===== src/rtl/wdata_bus_pkg.sv =====
// Shared encodings for the WDATA bus arbiter and the downstream WDATA mux.
package wdata_bus_pkg;

    // FSM state encoding, kept as plain constants so older tools and
    // debug scripts can match on the raw two-bit value.
    typedef logic [1:0] state_t;
    localparam state_t ST_IDLE = 2'b00;
    localparam state_t ST_GNT0 = 2'b01;
    localparam state_t ST_GNT1 = 2'b10;
    localparam state_t ST_TURN = 2'b11;

    // Mux select encodings, shared with the WDATA 2:1 mux instance.
    localparam logic MASTER_0 = 1'b0;
    localparam logic MASTER_1 = 1'b1;

endpackage


===== src/rtl/wdata_bus_arbiter_hold_counter.sv =====
// Saturating hold-time counter. The terminal flag stays high once the count
// reaches MAX_HOLD-1, so late contention still preempts at the next edge.
module hold_counter #(
    parameter int unsigned MAX_HOLD = 16,
    parameter int unsigned CNT_W    = 5
) (
    input  logic clk,
    input  logic reset,
    input  logic clr_i,
    input  logic en_i,
    output logic term_o
);
    localparam logic [CNT_W-1:0] MAX_C  = CNT_W'(MAX_HOLD);
    localparam logic [CNT_W-1:0] TERM_C = CNT_W'(MAX_HOLD - 1);

    logic [CNT_W-1:0] cnt_q;
    logic [CNT_W-1:0] cnt_d;

    // Next count: clear wins, otherwise count up and stop at MAX_HOLD.
    always_comb begin
        cnt_d = cnt_q;
        if (clr_i)
            cnt_d = '0;
        else if (en_i && (cnt_q != MAX_C))
            cnt_d = cnt_q + 1'b1;
    end

    // Count register, synchronously cleared by reset.
    always_ff @(posedge clk) begin
        if (reset) cnt_q <= '0;
        else       cnt_q <= cnt_d;
    end

    assign term_o = (cnt_q >= TERM_C);

endmodule


===== src/rtl/wdata_bus_arbiter.sv =====
// Two-master round-robin WDATA arbiter with bounded hold time and a single
// dead turnaround cycle between owners. All outputs come from registers.
module wdata_bus_arbiter
    import wdata_bus_pkg::*;
#(
    parameter int unsigned MAX_HOLD = 16,
    parameter int unsigned CNT_W    = 5
) (
    input  logic clk,
    input  logic reset,
    input  logic req_0,
    input  logic req_1,
    output logic grant_0,
    output logic grant_1,
    output logic sel,
    output logic bus_busy,
    output logic preempt
);
    state_t state_q, state_d;
    logic   last_q, last_d;
    logic   sel_q, sel_d;
    logic   gnt0_q, gnt0_d;
    logic   gnt1_q, gnt1_d;
    logic   pre_q, pre_d;
    logic   hold_term;
    logic   in_grant;

    assign in_grant = (state_q == ST_GNT0) || (state_q == ST_GNT1);

    // Counter is held at zero outside a grant, so it reads 0 in the first
    // grant cycle and counts once per granted cycle after that.
    hold_counter #(
        .MAX_HOLD (MAX_HOLD),
        .CNT_W    (CNT_W)
    ) u_hold (
        .clk    (clk),
        .reset  (reset),
        .clr_i  (!in_grant),
        .en_i   (in_grant),
        .term_o (hold_term)
    );

    // Next state: IDLE and TURN share the arbitration decision; a grant ends
    // on release or on hold expiry with the other master waiting.
    always_comb begin
        state_d = state_q;
        last_d  = last_q;
        sel_d   = sel_q;
        pre_d   = 1'b0;
        case (state_q)
            ST_GNT0: begin
                if (!req_0) begin
                    state_d = ST_TURN;
                end else if (hold_term && req_1) begin
                    state_d = ST_TURN;
                    pre_d   = 1'b1;
                end
            end
            ST_GNT1: begin
                if (!req_1) begin
                    state_d = ST_TURN;
                end else if (hold_term && req_0) begin
                    state_d = ST_TURN;
                    pre_d   = 1'b1;
                end
            end
            default: begin
                // Tie goes to whichever master was not served last.
                if (req_0 && (!req_1 || (last_q == MASTER_1))) begin
                    state_d = ST_GNT0;
                    sel_d   = MASTER_0;
                    last_d  = MASTER_0;
                end else if (req_1) begin
                    state_d = ST_GNT1;
                    sel_d   = MASTER_1;
                    last_d  = MASTER_1;
                end else begin
                    state_d = ST_IDLE;
                end
            end
        endcase
        gnt0_d = (state_d == ST_GNT0);
        gnt1_d = (state_d == ST_GNT1);
    end

    // State and output registers; reset drops any grant immediately.
    always_ff @(posedge clk) begin
        if (reset) begin
            state_q <= ST_IDLE;
            last_q  <= MASTER_1;
            sel_q   <= MASTER_0;
            gnt0_q  <= 1'b0;
            gnt1_q  <= 1'b0;
            pre_q   <= 1'b0;
        end else begin
            state_q <= state_d;
            last_q  <= last_d;
            sel_q   <= sel_d;
            gnt0_q  <= gnt0_d;
            gnt1_q  <= gnt1_d;
            pre_q   <= pre_d;
        end
    end

    assign grant_0  = gnt0_q;
    assign grant_1  = gnt1_q;
    assign sel      = sel_q;
    assign preempt  = pre_q;
    assign bus_busy = gnt0_q | gnt1_q;

endmodule


===== config.mk =====
export PLATFORM = sky130hd
export DESIGN_NAME = wdata_bus_arbiter
export DESIGN_NICKNAME = d
export VERILOG_FILES = /design/src/rtl/wdata_bus_pkg.sv /design/src/rtl/wdata_bus_arbiter_hold_counter.sv /design/src/rtl/wdata_bus_arbiter.sv
export SDC_FILE = /design/constraint.sdc
export NUM_CORES = 1
export LEC_CHECK = 0
export BUFFER_PORTS_ARGS = -buffer_cell sky130_fd_sc_hd__buf_2
export CAP_MARGIN = 15
export CORE_MARGIN = 2
export CORE_UTILIZATION = 48
export CTS_CLUSTER_DIAMETER = 120
export DETAILED_ROUTE_END_ITERATION = 10
export PLACE_DENSITY = 0.71
export SYNTH_ARGS = -nofsm -noshare
export SYNTH_HDL_FRONTEND = slang
export SYNTH_SLANG_ARGS = --single-unit
export TNS_END_PERCENT = 10

===== constraint.sdc =====
create_clock -name clk -period 1.9 [get_ports clk]
set_clock_uncertainty 0.2 [all_clocks]
set_input_delay 0.57 -clock clk [delete_from_list [all_inputs] [get_ports clk]]
set_output_delay 0.57 -clock clk [all_outputs]
set_load 0.005 [all_outputs]

**Word level (Yosys, flattened, before mapping)**

Index checks and enable logic that the tools add are counted.

- Flip-flop bits (word level): 12
- Latch bits: 0
- Memory bits (writable): 0
- Memory bits (read-only): 0
- Input port bits: 4
- Memories: 0

- $add $sub $neg: 1
- Multipliers: 0
- Div/mod/pow operators: 0
- $lt $le $gt $ge: 1
- Equal/unequal tests: 5
- Shifts and indexed selects: 0
- Muxes and demuxes: 14
- Bitwise operators: 3
- Reductions and logical operators: 11

Operators by type and width:

| operator | number |
|---|---|
| 2-bit 2-to-1 mux | 6 |
| 1-bit 2-to-1 mux | 6 |
| 5-bit by 1-bit adder with 5-bit output (second input constant) | 1 |
| 5-bit by 4-bit >= comparator with 1-bit output (second input constant) | 1 |
| 5-bit inequality test (second input constant) | 1 |
| 2-bit by 1-bit == test with 1-bit output (second input constant) | 2 |
| 2-bit == test (second input constant) | 2 |
| 1-bit logical AND | 4 |
| 2-bit case mux with 2 select lines | 1 |
| 2-bit OR reduction | 2 |
| 1-bit logical OR | 2 |
| 1-bit NOT | 2 |
| 1-bit case mux with 2 select lines | 1 |
| 2-bit AND reduction | 1 |
| 2-bit nonzero test | 1 |
| 1-bit zero test | 1 |
| 1-bit bitwise OR | 1 |

**Longest topological paths before layout**

Gate-level depths: netlist of run 1.

- Depth in word-level cells: 6
- Gate-level depth with buffers: 7
- Depth with buffers taken out: 7

**Hierarchy**

A second synthesis of run 1 with hierarchy kept.

- Cell total of the unflattened synthesis: 73
- Area total of the unflattened synthesis: 626.9 µm²

By module, submodules not included:

| module | instances | cells each | area an instance (µm²) | seq. area each (µm²) |
|---|---|---|---|---|
| wdata_bus_arbiter | 1 | 40 | 342.8 | 140.1 |
| hold_counter | 1 | 33 | 284.0 | 100.1 |

**Least setup slack after synthesis of run 1**

Ideal clock, no wire load.

- Kind: register to register
- Start: register u_hold.cnt_q[0]
- End: register gnt0_q, in the netlist grant_0
- Library setup time: 0.073 ns
- Data arrival time: 1.638 ns
- Slack: -0.011 ns
- Stages on the path, launching flop included: 8
- Buffers on the path: 0
- Period minus slack after synthesis: 1.911 ns
- Cells stage by stage: dfxtp_1 -> ha_1 -> and3_1 -> ha_1 -> nor2_1 -> a21boi_2 -> o41ai_4 -> nor3b_2

- Cells in the longest elaborated chain, start to end: 6
- Elaborated cells on any way between the ends: 9

RTL lines:

| item | line | source |
|---|---|---|
| start: declaration | wdata_bus_arbiter_hold_counter.sv:16 | `logic [CNT_W-1:0] cnt_q;` |
| start signal: assignment | wdata_bus_arbiter_hold_counter.sv:31 | `else cnt_q <= cnt_d;` |
| 5-bit by 4-bit >= comparator with 1-bit output (*) | wdata_bus_arbiter_hold_counter.sv:34 | `assign term_o = (cnt_q >= TERM_C);` |
| 1-bit logical AND, on equally long branches | wdata_bus_arbiter.sv:62, wdata_bus_arbiter.sv:54 |  |
| 2-bit 2-to-1 mux, on equally long branches | wdata_bus_arbiter.sv:62, wdata_bus_arbiter.sv:54 |  |
| 2-bit 2-to-1 mux, on equally long branches | wdata_bus_arbiter.sv:60, wdata_bus_arbiter.sv:52 |  |
| 2-bit case mux with 2 select lines (*) | wdata_bus_arbiter.sv:50 | `case (state_q)` |
| 2-bit by 1-bit == test with 1-bit output (*) | wdata_bus_arbiter.sv:82 | `gnt0_d = (state_d == ST_GNT0);` |
| end signal: assignment | wdata_bus_arbiter.sv:99 | `gnt0_q <= gnt0_d;` |
| end: declaration | wdata_bus_arbiter.sv:22 | `logic gnt0_q, gnt0_d;` |

Mark *: on every way between the ends. The rest lies on a longest branch, timed or not.
A chain may end at the register's enable or synchronous reset.

**Final worst setup path of run 1**

- Start: register u_hold.cnt_q[1]
- End: register gnt1_q, in the netlist grant_1

- Cells in the longest elaborated chain, start to end: 6
- Elaborated cells on any way between the ends: 9

RTL lines:

| item | line | source |
|---|---|---|
| 5-bit by 4-bit >= comparator with 1-bit output (*) | wdata_bus_arbiter_hold_counter.sv:34 |  |
| 1-bit logical AND, on equally long branches | wdata_bus_arbiter.sv:62, wdata_bus_arbiter.sv:54 |  |
| 2-bit 2-to-1 mux, on equally long branches | wdata_bus_arbiter.sv:62, wdata_bus_arbiter.sv:54 |  |
| 2-bit 2-to-1 mux, on equally long branches | wdata_bus_arbiter.sv:60, wdata_bus_arbiter.sv:52 |  |
| 2-bit case mux with 2 select lines (*) | wdata_bus_arbiter.sv:50 |  |
| 2-bit == test (*) | wdata_bus_arbiter.sv:83 | `gnt1_d = (state_d == ST_GNT1);` |
| end signal: assignment | wdata_bus_arbiter.sv:100 | `gnt1_q <= gnt1_d;` |
| end: declaration | wdata_bus_arbiter.sv:23 | `logic gnt1_q, gnt1_d;` |

Marks and branches as above.

==> impl_metrics.json, run 1 <==
{
  "rows": 13,
  "drive_above_1_share_pct": 41.5,
  "hold_viol": 0,
  "ys_ff_latch": 12,
  "area_growth_pct": 29.4,
  "synth_warnings": 0,
  "yosysTopAreaCell": "dfxtp_1",
  "io_pins": 9,
  "p_leak_nw": 0.366,
  "cts_made_buffers": 3,
  "maxCapViolations": 0,
  "grt_pass1_vias": 544,
  "ant_nets": 0,
  "cts_tree": "built",
  "drt_iter0_drc": 9,
  "final_nets": 105,
  "p_per_area_nw_per_um2": 1100,
  "ctsRootBufferMaster": "clkbuf_4",
  "gp_congestion": 0.820,
  "finalCriticalPeriod_ns": 1.86,
  "syn_inst": 74,
  "max-vdd-ir-drop_uv": 715,
  "avgSynthCellArea_sq_um": 9.10,
  "fin_crit_sh_pct": 97.6,
  "grt_pass1_wl_mm": 2.25,
  "max_stage_delay_ns": 0.34,
  "endpoint_kind": "flip-flop",
  "wl_mm": 1.35,
  "clock_sinks": 12,
  "portBuffers": 8,
  "status": "finished, final reports clean",
  "ys.flop_type": "dfxtp_1",
  "synth.top_cell.area_share_pct": 35.7,
  "grt_max_degree": 8,
  "yosysSeqAreaShare_pct": 35.7,
  "placed_cell_area_sq_um": 779,
  "antenna_found_initial": 0,
  "crit_chain": "ha_4, and3_4, ha_2, nor2_4, a21boi_2, o41ai_4, buf_4, nor3b_2",
  "async_flop_share_pct": 0,
  "synthTopCellsByArea": "dfxtp_1, ha_1, nor2_1",
  "coreArea_sq_um": 1300,
  "tns_ns": 0,
  "layout_common_cells": "dfxtp_1, buf_4, nor2_1",
  "maxSlewViolCount": 0,
  "synth_edf_count": 0,
  "grt_overflow": 0,
  "antennaDiodeCount": 0,
  "die_h_um": 41.5,
  "drt_pass1_iterations": 4,
  "design.die.area_sq_um": 1720,
  "vias": 580,
  "crit_path_start_kind": "flip-flop",
  "relSlewSlack_pct": 75.4,
  "die_x_um": 41.5,
  "dpl.hpwl_um": 949,
  "ys_types": 29,
  "total_power_mw": 0.961,
  "fmax_ghz": 0.539,
  "tightest_slew_ns": 0.365,
  "path_class": "flip-flop to flip-flop",
  "cp.required_ns": 1.89,
  "cts.htree.levels": 1,
  "clk_pin_slew_ns": 0.08,
  "wl_per_cell_um": 12.4,
  "synth_nets": 84,
  "design_area_sq_um": 871,
  "initial_core_util_pct": 51.7,
  "setup-violations-final": 0,
  "slowest_stage": "dfxtp_2",
  "worst_skew_pair.late_latency_ns": 0.29,
  "vias_per_cell": 5.32,
  "reg2reg_slack_ns": 0.04,
  "cts_buffer_depth": 2,
  "cts_hold_buf": 0,
  "cp_data_arrival_time_ns": 1.84,
  "crit_fanout": 3,
  "grt.total_usage_pct": 17.6,
  "synthesis.area_sq_um": 673,
  "drcViolationCount": 0,
  "hp-class": "flip-flop to flip-flop"
}
[worst paths after layout]
check | start | end | depth (start not counted)
max | u_hold.cnt_q[1] | grant_1 | 8
min | sel | sel | 2
max reg2reg | u_hold.cnt_q[1] | grant_1 | 8
min reg2reg | sel | sel | 2
[worst max-delay path: cells and delay by family, from the launching register on]
family | cells | cell delay (ns)
buffers and inverters | 1 | 0.17
adders and majority gates | 2 | 0.33
AOI/OAI and AO/OA | 2 | 0.39
DFF | 1 | 0.34
and+or+nand+nor | 3 | 0.32
[cells in the mapped netlist (2+ instances only)]
master / count
nor3b_2: 2
ha_1: 6
nand2_1: 8
inv_1: 6
a22oi_1: 2
nor3_1: 3
dfxtp_1: 12
or2_2: 2
a21oi_1: 4
nor2_1: 10
[flip-flops by register name (all words and copies together), names as in the netlist]
signal	flops
last_q	1
sel	1
grant_1	1
u_hold.cnt_q	5
state_q	2
grant_0	1
preempt	1
[cells by family after synthesis]
group	after synthesis	share of synthesized area, %
AO/OA/AOI/OAI	14	18.8
XOR/XNOR	1	1.30
adder cells (fa/ha/maj)	6	11.2
buffers and inverters	8	5.58
flip-flops	12	35.7
multiplexers	2	3.16
AND/OR/NAND/NOR	31	24.3
[routing by layer]
metal,part of all wire (%),track usage [%]
met5,0,0
met1,48,20.8
met4,1.8,7.74
met3,5.2,7.83
met2,45,27.2
[what timing repair did]
action | in CTS | in global routing
resized for setup | 7 | 1
pin swaps | 3 | 2
endpoints found under the setup margin | 2 | 3
setup buffers | 1 | 1
[cell type report]
type | instances | area [sq um]
multi-input combinational | 54 | 435
clock buffer | 4 | 36.3
timing repair buffer | 18 | 115
inverter | 6 | 22.5
sequential | 12 | 243
fill | 108 | 430
tap | 15 | 18.8
[power by group]
part           internal, mW  switching, mW  total (mW)
clock network         0.117         0.0996       0.217
registers             0.290         0.0306       0.321
logic                 0.233          0.190       0.423
total                 0.640          0.321       0.961
[per-stage QoR]
| step | hold slack [ns] | util [%] | setup WS [ns] | std cells |
|---|---|---|---|---|
| floorplan | 0.274 | - | 0.0186 | 74 |
| global placement | 0.273 | 59.9 | 0.0141 | 103 |
| detailed placement | 0.310 | 59.9 | -0.0340 | 103 |
| CTS | 0.328 | 66.0 | 0.00853 | 108 |
| global route | 0.334 | 66.9 | -0.0188 | 109 |
| finish | 0.322 | 66.9 | 0.0447 | 109 |
Power figures use the tool's default switching activity.
==> inputs of run 2 (changes only) <==
--- a/config.mk
+++ b/config.mk
@@ -8,10 +8,10 @@
 export BUFFER_PORTS_ARGS = -buffer_cell sky130_fd_sc_hd__buf_2
 export CAP_MARGIN = 15
 export CORE_MARGIN = 2
-export CORE_UTILIZATION = 48
+export CORE_UTILIZATION = 45
 export CTS_CLUSTER_DIAMETER = 120
 export DETAILED_ROUTE_END_ITERATION = 10
-export PLACE_DENSITY = 0.71
+export PLACE_DENSITY = 0.67
 export SYNTH_ARGS = -nofsm -noshare
 export SYNTH_HDL_FRONTEND = slang
 export SYNTH_SLANG_ARGS = --single-unit
==> run 2 against run 1 <==
Sequential share of layout area grew 1.5 points. Final cell count shrank 3.7%. Critical path type unchanged. Utilization shrank 5.9 points. Critical endpoint is now grant_0. Fmax grew 3.4%. Clock-buffer cell count shrank 1. Die area grew 6.0%.
==> impl_metrics.json, run 2 (synthesized netlist as in run 1, its figures left out) <==
{
  "cts_setup_buffers": 0,
  "p_per_area_nw_per_um2": 1020,
  "p_leak_nw": 0.348,
  "layout_common_cells": "dfxtp_1, nor2_1, buf_2",
  "rsz0062_at_grt": "false",
  "fillCellCount": 112,
  "cp-startpoint": "u_hold.cnt_q[0]",
  "cts_tree": "built",
  "ctsRootBufferMaster": "clkbuf_4",
  "die_h_um": 42.7,
  "grt_pass1_wl_mm": 2.19,
  "hold_viol": 0,
  "grt.total_usage_pct": 16.0,
  "cp_data_arrival_time_ns": 1.76,
  "antenna_found_initial": 0,
  "drive_above_1_share_pct": 37.8,
  "grt_overflow": 0,
  "worst_skew_pair.late_latency_ns": 0.26,
  "cts_made_buffers": 3,
  "drt_iter0_drc": 17,
  "dp_cells": 102,
  "timing.rr.start": "u_hold.cnt_q[0]",
  "area_growth_pct": 22.3,
  "drt_pass1_iterations": 4,
  "design_area_sq_um": 823,
  "initial_core_util_pct": 49.9,
  "vias_per_cell": 5.30,
  "portBuffers": 8,
  "grt_max_degree": 8,
  "placed_cell_area_sq_um": 772,
  "final_common_cell": "dfxtp_1",
  "fin_crit_sh_pct": 94.4,
  "gp_congestion": 0.799,
  "crit_path_start_kind": "flip-flop",
  "vias": 557,
  "rows": 13,
  "maxCapViolations": 0,
  "ant_nets": 0,
  "cts.htree.levels": 1,
  "fmax_ghz": 0.557,
  "regMostFlops": "u_hold.cnt_q",
  "design.die.area_sq_um": 1820,
  "io_pins": 9,
  "status": "finished, final reports clean",
  "crit_fanout": 2,
  "grt_pass1_vias": 511,
  "min-delay-start": "sel",
  "coreArea_sq_um": 1350,
  "cts_buffer_depth": 2,
  "instances_no_fill": 105,
  "reg.largest.list": "u_hold.cnt_q: 5 flops, state_q: 2 flops",
  "largest_reg_flops": 5,
  "drcViolationCount": 0,
  "wl_per_cell_um": 12.0,
  "cp.required_ns": 1.86,
  "antennaDiodeCount": 0,
  "setup-violations-final": 0,
  "maxSlewViolCount": 0,
  "dpl.hpwl_um": 927,
  "endpoint_kind": "flip-flop",
  "relSlewSlack_pct": 75.7,
  "die_x_um": 42.7,
  "clk_pin_slew_ns": 0.08,
  "finalCriticalPeriod_ns": 1.79,
  "max-vdd-ir-drop_uv": 684,
  "path_class": "flip-flop to flip-flop",
  "hp-class": "flip-flop to flip-flop",
  "tightest_slew_ns": 0.359,
  "final_nets": 102,
  "wl_mm": 1.26,
  "clock_sinks": 12
}
run 2: critical path, stage by stage, from the launching register on:
cell and delay [ns]:
dfxtp_2 0.32, ha_1 0.20, and3_4 0.17, ha_2 0.18, nor2_4 0.12, nand2_2 0.07
a211oi_2 0.25, buf_4 0.15, nor3b_2 0.03
run 2: cell type report:
class                   instances  area (sq um)  share of cell area (%)
multi-input cells              54           425                    51.7
repair buffers                 15          92.6                    11.2
inverters                       6          22.5                    2.74
flip-flops and latches         12           241                    29.3
clock buffers                   3          22.5                    2.74
well taps                      15          18.8                    2.28
run 2: worst paths after layout:
| path | end | slack [ns] | cells past startpoint |
|---|---|---|---|
| max | grant_0 | 0.11 | 8 |
| min | sel | 0.30 | 2 |
| max reg2reg | grant_0 | 0.11 | 8 |
| min reg2reg | sel | 0.30 | 2 |
run 2: repair_timing:
action                                 4_1_cts  5_1_grt
cloned                                       0        0
endpoints found under the hold margin        0        0
gates resized for setup                      0        7
pin swaps                                    1        2
setup endpoints to repair                    1        3
hold buffers                                 0        0
run 2: through the flow:
step                      utilization, %  setup TNS, ns  hold WS, ns  setup slack (ns)  total power, mW
after floorplan                        -              0        0.274            0.0186            0.568
after global placement              57.2              0        0.270            0.0393            0.666
after detailed placement            57.2       -0.00673        0.288          -0.00673            0.667
after CTS                           58.9              0        0.306            0.0492            0.826
after global routing                61.0              0        0.358           0.00736            0.910
final                               61.0              0        0.301             0.106            0.843
run 2: report_power, final:
group          leakage [nW]  internal [mW]  switching (mW)
Sequential           0.0983          0.290          0.0259
Clock                0.0138         0.0731          0.0808
Combinational         0.235          0.196           0.177
Total                 0.348          0.559           0.284
run 2: routing by layer:
layer / up-vias / global-route usage [%] / wire length [um]
li1: 288 / - / -
met1: 253 / 22.0 / 630
met2: 14 / 23.0 / 556
met3: 2 / 4.26 / 62
met4: 0 / 7.50 / 12
met5: - / 0 / 0
